--- src/rtl/regfile.sv ---
// regfile: architectural integer register file with two combinational read
// ports, a write-through bypass from writeback, and a per-register
// outstanding-write scoreboard that raises stall_req on stale operands or
// counter overflow.
module regfile #(
    parameter int XLEN = 32,
    parameter int AW   = 5,
    parameter int CNTW = 2
) (
    input  logic            clk,
    input  logic            reset,
    input  logic            read1,
    input  logic [AW-1:0]   reg1_addr,
    output logic [XLEN-1:0] reg1_data,
    input  logic            read2,
    input  logic [AW-1:0]   reg2_addr,
    output logic [XLEN-1:0] reg2_data,
    input  logic            issue_write,
    input  logic [AW-1:0]   issue_addr,
    input  logic            wb_write,
    input  logic [AW-1:0]   wb_addr,
    input  logic [XLEN-1:0] wb_data,
    input  logic            flush,
    output logic            stall_req
);

    localparam int unsigned NREG = 1 << AW;
    localparam logic [CNTW-1:0] CNT_ONE = CNTW'(1);
    localparam logic [CNTW-1:0] CNT_MAX = '1;

    logic [XLEN-1:0] regs_q [NREG];
    logic [XLEN-1:0] regs_d [NREG];
    logic [CNTW-1:0] cnt_q  [NREG];
    logic [CNTW-1:0] cnt_d  [NREG];

    logic [CNTW-1:0] cnt1, cnt2, cnt_iss;
    logic            wb_hit1, wb_hit2, wb_hit_iss;
    logic            hazard1, hazard2, overflow;

    // Read ports: x0 and disabled ports read zero, commit bypass wins over storage.
    always_comb begin
        reg1_data = '0;
        reg2_data = '0;
        if (!reset && read1 && reg1_addr != '0) begin
            if (wb_write && wb_addr == reg1_addr) reg1_data = wb_data;
            else                                  reg1_data = regs_q[reg1_addr];
        end
        if (!reset && read2 && reg2_addr != '0) begin
            if (wb_write && wb_addr == reg2_addr) reg2_data = wb_data;
            else                                  reg2_data = regs_q[reg2_addr];
        end
    end

    // Hazard and overflow detection from current counts; a same-cycle commit
    // resolves a single outstanding write and frees one overflow slot.
    always_comb begin
        cnt1       = cnt_q[reg1_addr];
        cnt2       = cnt_q[reg2_addr];
        cnt_iss    = cnt_q[issue_addr];
        wb_hit1    = wb_write && (wb_addr == reg1_addr);
        wb_hit2    = wb_write && (wb_addr == reg2_addr);
        wb_hit_iss = wb_write && (wb_addr == issue_addr) && (cnt_iss != '0);
        hazard1    = read1 && (reg1_addr != '0) &&
                     ((cnt1 > CNT_ONE) || ((cnt1 == CNT_ONE) && !wb_hit1));
        hazard2    = read2 && (reg2_addr != '0) &&
                     ((cnt2 > CNT_ONE) || ((cnt2 == CNT_ONE) && !wb_hit2));
        overflow   = issue_write && (issue_addr != '0) &&
                     (cnt_iss == CNT_MAX) && !wb_hit_iss;
        stall_req  = !reset && (hazard1 || hazard2 || overflow);
    end

    // Next-state for storage and scoreboard; flush clears counts but not data.
    always_comb begin
        regs_d = regs_q;
        cnt_d  = cnt_q;
        if (wb_write && wb_addr != '0) regs_d[wb_addr] = wb_data;
        regs_d[0] = '0;
        cnt_d[0]  = '0;
        for (int unsigned r = 1; r < NREG; r++) begin
            logic inc, dec;
            inc = issue_write && (issue_addr == AW'(r)) && !stall_req;
            dec = wb_write && (wb_addr == AW'(r)) && (cnt_q[r] != '0);
            if (flush)            cnt_d[r] = '0;
            else if (inc && !dec) cnt_d[r] = cnt_q[r] + CNT_ONE;
            else if (dec && !inc) cnt_d[r] = cnt_q[r] - CNT_ONE;
        end
    end

    // State registers with synchronous reset of data and counts.
    always_ff @(posedge clk) begin
        if (reset) begin
            for (int unsigned r = 0; r < NREG; r++) begin
                regs_q[r] <= '0;
                cnt_q[r]  <= '0;
            end
        end else begin
            regs_q <= regs_d;
            cnt_q  <= cnt_d;
        end
    end

endmodule

--- config.mk ---
export PLATFORM = sky130hd
export DESIGN_NAME = regfile
export DESIGN_NICKNAME = d
export VERILOG_FILES = /design/src/rtl/regfile.sv
export SDC_FILE = /design/constraint.sdc
export NUM_CORES = 2
export LEC_CHECK = 0
export CAP_MARGIN = 20
export CORE_MARGIN = 2
export CORE_UTILIZATION = 40
export DETAILED_ROUTE_END_ITERATION = 8
export PLACE_DENSITY = 0.63
export SLEW_MARGIN = 20
export SYNTH_ARGS = -nofsm -noshare
export SYNTH_HDL_FRONTEND = slang
export SYNTH_SLANG_ARGS = --single-unit
--- constraint.sdc ---
create_clock -name clk -period 3.5 [get_ports clk]
set_input_delay 0.35 -clock clk [delete_from_list [all_inputs] [get_ports clk]]
set_output_delay 0.35 -clock clk [all_outputs]
set_load 0.1 [all_outputs]
## After elaboration in Yosys (flattened, before gate mapping)

Index checks and enable logic that the tools add are counted.

- Bits in registers: 1056
- Bits of input ports: 59
- Output and inout bits: 65
- Word-level logic and storage cells: 633

- $add $sub $neg: 62
- Magnitude comparators: 7
- Eq/ne operators: 68
- Multiplexer cells: 84
- Bitwise logic cells: 4
- Reduce and logical (&&, ||, !) cells: 345

Operators with widths:

| kind | count |
|---|---|
| 1024-bit bitwise mux | 1 |
| 32-bit binary-select mux with 5-bit select | 2 |
| 32-bit 2-to-1 mux | 9 |
| 1-bit logical AND | 206 |
| 32-bit demux with 5-bit select | 1 |
| 5-bit equality test, second input constant | 32 |
| 2-bit 2-to-1 mux | 68 |
| 2-bit nonzero test | 63 |
| 5-bit by 4-bit equality test with 1-bit output, second input constant | 16 |
| 1-bit logical NOT | 67 |
| 2-bit by 1-bit adder with 2-bit output, second input constant | 31 |
| 2-bit by 1-bit subtractor with 2-bit output, second input constant | 31 |
| 5-bit by 3-bit equality test with 1-bit output, second input constant | 8 |
| 2-bit binary-select mux with 5-bit select | 3 |
| 6-bit greater-or-equal comparator, second input constant | 4 |
| 5-bit inverter with 6-bit output | 4 |
| 5-bit by 2-bit equality test with 1-bit output, second input constant | 4 |
| 5-bit nonzero test | 4 |
| 5-bit equality test | 3 |
| 5-bit by 1-bit equality test with 1-bit output, second input constant | 2 |
| 6-bit by 1-bit less-than comparator with 1-bit output, second input constant | 1 |
| 2-bit by 1-bit equality test with 1-bit output, second input constant | 2 |
| 2-bit by 1-bit > comparator with 1-bit output, second input constant | 2 |
| 1-bit logical OR | 4 |
| other kinds (2) | 2 |

## Depth between registers and ports, before layout

- Word-level depth: 17
- Mapped depth: 15
- Mapped depth without buffers: 10

## Worst setup path after synthesis

No wires, ideal clock.

- Kind: input to output
- From: input port reg2_addr[2]
- To: output port reg2_data[0]
- Arrival time: 3.465 ns
- Data required time: 3.150 ns
- Slack: -0.315 ns
- Stages on the path: 8
- Path buffers: 4
- Cell sequence: clkbuf_1 > buf_2 > buf_2 > buf_1 > mux4_2 > nor2_1 > or3_1 > a21oi_1

- Word-level cells in the longest chain between the ends: 6
- Elaborated cells on any way between the ends: 10
- Classes of those cells: eq/ne (1); mux (5); bitwise (1); reduce/logical (3)

Ends and longest elaborated chain:

| what | line | text |
|---|---|---|
| start: declaration | 16 | `input logic [AW-1:0] reg2_addr,` |
| 5-bit inverter with 6-bit output (not written as such) | 50 | `else reg2_data = regs_q[reg2_addr];` |
| 32-bit binary-select mux with 5-bit select | 50 |  |
| 32-bit 2-to-1 mux (not written as such) (2 in a row) | 50 |  |
| 32-bit 2-to-1 mux | 49 | `if (wb_write && wb_addr == reg2_addr) reg2_data = wb_data;` |
| 32-bit 2-to-1 mux * | 48 | `if (!reset && read2 && reg2_addr != '0) begin` |
| end: declaration | 17 | `output logic [XLEN-1:0] reg2_data,` |

Every way passes the cells marked *; elsewhere a longest branch is shown, timed or not. The select of a mux whose other input is x is not followed.

## Final worst setup path

- From: register cnt_q[21] (netlist bit)
- To: output port stall_req

- Word-level cells in the longest chain between the ends: 10
- Elaborated cells on any way between the ends: 28
- Classes of those cells: order compare (2); eq/ne (3); mux (9); reduce/logical (14)

Ends and longest elaborated chain:

| what | line | text |
|---|---|---|
| start: declaration | 33 | `logic [CNTW-1:0] cnt_q [NREG];` |
| start signal: assignment | 98 | `cnt_q <= cnt_d;` |
| 2-bit binary-select mux with 5-bit select (on tied branches) | 57, 58 |  |
| 2-bit 2-to-1 mux (on tied branches) (2 in a row) | 57, 58 |  |
| 2-bit by 1-bit equality test with 1-bit output (on tied branches) | 64, 66 |  |
| 1-bit logical AND (on tied branches) | 64, 66 |  |
| 1-bit logical OR (on tied branches) | 64, 66 |  |
| 1-bit logical AND (on tied branches) | 63, 65 |  |
| 1-bit logical OR | 69 | `stall_req = !reset && (hazard1 \|\| hazard2 \|\| overflow);` |
| 1-bit logical OR * | 69 |  |
| 1-bit logical AND * | 69 |  |
| end: declaration | 24 | `output logic stall_req` |

Marked as above.

==> metrics.md <==
| Metric | Value |
|---|---|
| Status | finished, final reports clean |
| Sw frac | 25.7% |
| Final Wtd Congestion | 0.957 |
| Skew final | 0.00916 ns |
| RSZ-0062 raised after global routing | no |
| Worst slew pin tran | 1.17 ns |
| Final min period | 3.36 ns |
| Final WL | 212 mm |
| Commonest non-fill, non-tap cells in the layout | 2065 x nand2_1, 1048 x dfxtp_1, 1029 x a21oi_1 |
| Skew-Pair Late Insertion Delay | 0.70 ns |
| Core Rows | 137 |
| Syn Nets | 6293 |
| Worst hold slack | 0.289 ns |
| Reg power frac | 44.6% |
| Num Clock Sinks | 1054 |
| Remaining antenna violation count | 0 |
| FFs w/ async S/R, synth | 0% |
| Max-Cap Viols | 0 |
| Die Width | 378 um |
| Detailed router's first-iteration violation count | 6694 |
| Cell area after synthesis | 56000 um2 |
| GRT Total Usage | 29.0% |
| Post-layout power | 27.2 mW |
| Crit. End Element | primary output |
| Synth Area in Compound Gates | 12.0% |
| Peak supply drop | 395 uV |
| I/O Pins | 124 |
| Setup TNS | 0 ns |
| Gate power share | 9.1% |
| Post-synthesis mux area share | 26.8% |
| Relative slew slack | 22.2% |
| Post-synthesis xor/xnor area fraction | 1.20% |
| Net Sw Power | 6.99 mW |
| Final net count | 6135 |
| Clock root buffer | clkbuf_16 |
| Syn avg cell area | 9.02 um2 |
| # H-tree levels | 3 |
| Clock Tree Buf Depth | 3 |
| Dpl cell area | 60900 um2 |
| Fmax | 298 MHz |
| Fin. max-slew vios | 0 |
| Post-synth EDFFs | 0 |
| DRC Markers | 0 |
| Worst hold path type | in -> reg |
| CTS tree | yes |
| Post-Syn Instances | 6203 |
| Clk network pwr share | 46.2% |
| IO Port Bufs | 123 |
| P_leak | 21.0 nW |
| Startpoint types | flop |
| Pint | 20.2 mW |
| Vias per inst | 6.18 |
| Period utilization | 96.0% |
| HPWL after detailed placement | 122 mm |
| Area grow syn2layout | 15.7% |
| Count of different cell masters after synthesis | 63 |
| Routed wire length per instance | 26.4 um |
| Most common cell after layout, fill and taps aside | nand2_1 |
| Power Density | 420 nW/um2 |
| Vias in the first global route | 47500 |
| Yosys warnings | 0 |
| Share of cells above drive strength 1 | 22.1% |
| Simple-gate area share of the yosys netlist | 16.9% |
| CP max FO | 6 |
| Reg-to-Reg Start | cnt_q[21]$_SDFFE_PP0P_ |
| Starting density of the core | 40.2% |
| Core area | 139000 um2 |
| Finished Cell Area | 64800 um2 |
| Reg clk slew, reported paths | 0.06 ns |
| Vias | 49500 |
| Worst Path Required | 3.15 ns |
| Drt pass-1 iters | 6 |
| Top FF cell, synth | dfxtp_1 |
| Final Hold Viols | 0 |
| Hold_buf cts | 0 |
| Largest family of logic cells by synthesized area | multiplexers |
| Sequential share of the synthesized area | 37.7% |
| Fraction of the mapped netlist area in adder cells | 0.693% |
| Die Y | 378 um |
| Initial antenna violation count | 1 |
| Critical Path Source | cnt_q[21]$_SDFFE_PP0P_ |
| First-pass GRT wire length | 309 mm |
| CTS buffer count | 111 |
| Reg-to-reg slack, setup | 0.29 ns |
| Largest net degree at the start of global routing | 226 |
| GRT overflow | 0 |
| Yosys reg bits | 1054 |
| Crit Path Class | reg -> out |
| DIE AREA | 143000 um2 |
| HP Start | reset |
| Final Setup Violations | 0 |
| Worst EP arrival | 3.01 ns |
-- cells in the mapped netlist (34+ instances only) --
| cell | n | area, um2 |
|---|---|---|
| a21oi_1 | 1061 | 5310 |
| a22o_1 | 64 | 561 |
| buf_2 | 68 | 340 |
| clkbuf_1 | 517 | 1940 |
| dfxtp_1 | 1054 | 21100 |
| mux2_2 | 79 | 890 |
| mux2i_1 | 42 | 420 |
| mux4_2 | 598 | 13500 |
| nand2_1 | 2096 | 7870 |
| nor2_1 | 133 | 499 |
| o21ai_0 | 64 | 320 |
| o21ai_1 | 34 | 170 |
| or3_1 | 64 | 400 |
| xor2_1 | 74 | 648 |
-- layer usage --
layer | GRT usage, % | up-vias | part of all wire (%)
li1 | - | 21400 | -
met1 | 38.1 | 24400 | 38
met2 | 43.4 | 3114 | 44
met3 | 8.01 | 625 | 13
met4 | 15.4 | 2 | 5.7
met5 | 0 | - | 0.0057
-- logic make-up (layout without fill, tap and decap cells) --
logic type / after synthesis / count (layout)
simple gates: 2394 / 2394
compound gates: 1261 / 1261
flops: 1054 / 1054
mux: 731 / 731
buf+inv: 655 / 588
xor+xnor: 77 / 77
fa+ha+maj: 31 / 31
other cells: 0 / 1
-- power groups by stage --
stage | logic, mW | clock network (mW) | registers, mW
floorplan | 1.54 | 0 | 12.4
global placement | 2.41 | 0 | 12.4
detailed placement | 2.42 | 0 | 12.4
CTS | 2.42 | 12.7 | 12.1
global route | 2.56 | 13.2 | 12.1
finish | 2.48 | 12.6 | 12.1
-- final cells by class --
type	instances	area, um2
multi-input cells	4494	32800
diodes	1	2.50
clock inverters	47	666
well taps	1876	2350
inverters	1	3.75
clock buffers	157	3180
flip-flops and latches	1054	21100
fillers	13000	74400
repair buffers	383	4660
-- state kept, by name, summed over array words and instances (netlist names) --
name and count:
cnt_q 62, regs_q 992
-- through the flow --
step	setup WS, ns	cells	util [%]
finish	0.140	8013	46.5
global route	0.0414	8012	46.5
CTS	0.0338	8007	46.5
detailed placement	-0.119	7803	43.7
global placement	0.0138	7803	43.7
floorplan	0.225	6203	-
-- worst max-delay path, stage by stage (launching register included) --
cell and delay (ns):
dfxtp_1 0.36, mux4_2 0.49, mux4_2 0.49, nand2_1 0.09, a21o_2 0.13, o2111ai_4 0.13, buf_12 0.18, or2_1 0.25
buf_12 0.18
-- final timing paths --
path	cells after the start	to
setup / recovery	8	stall_req
hold / removal	3	regs_q[829]$_SDFFE_PP0P_
setup reg to reg	11	cnt_q[9]$_SDFFE_PP0P_
hold reg to reg	2	regs_q[154]$_SDFFE_PP0P_
-- timing repair --
item / CTS / global route
setup buffers: 0 / 4
gates resized for setup: 0 / 7
endpoints found under the hold margin: 0 / 0
setup endpoints to repair: 0 / 1
No activity file was read; power rests on OpenSTA's default activity.
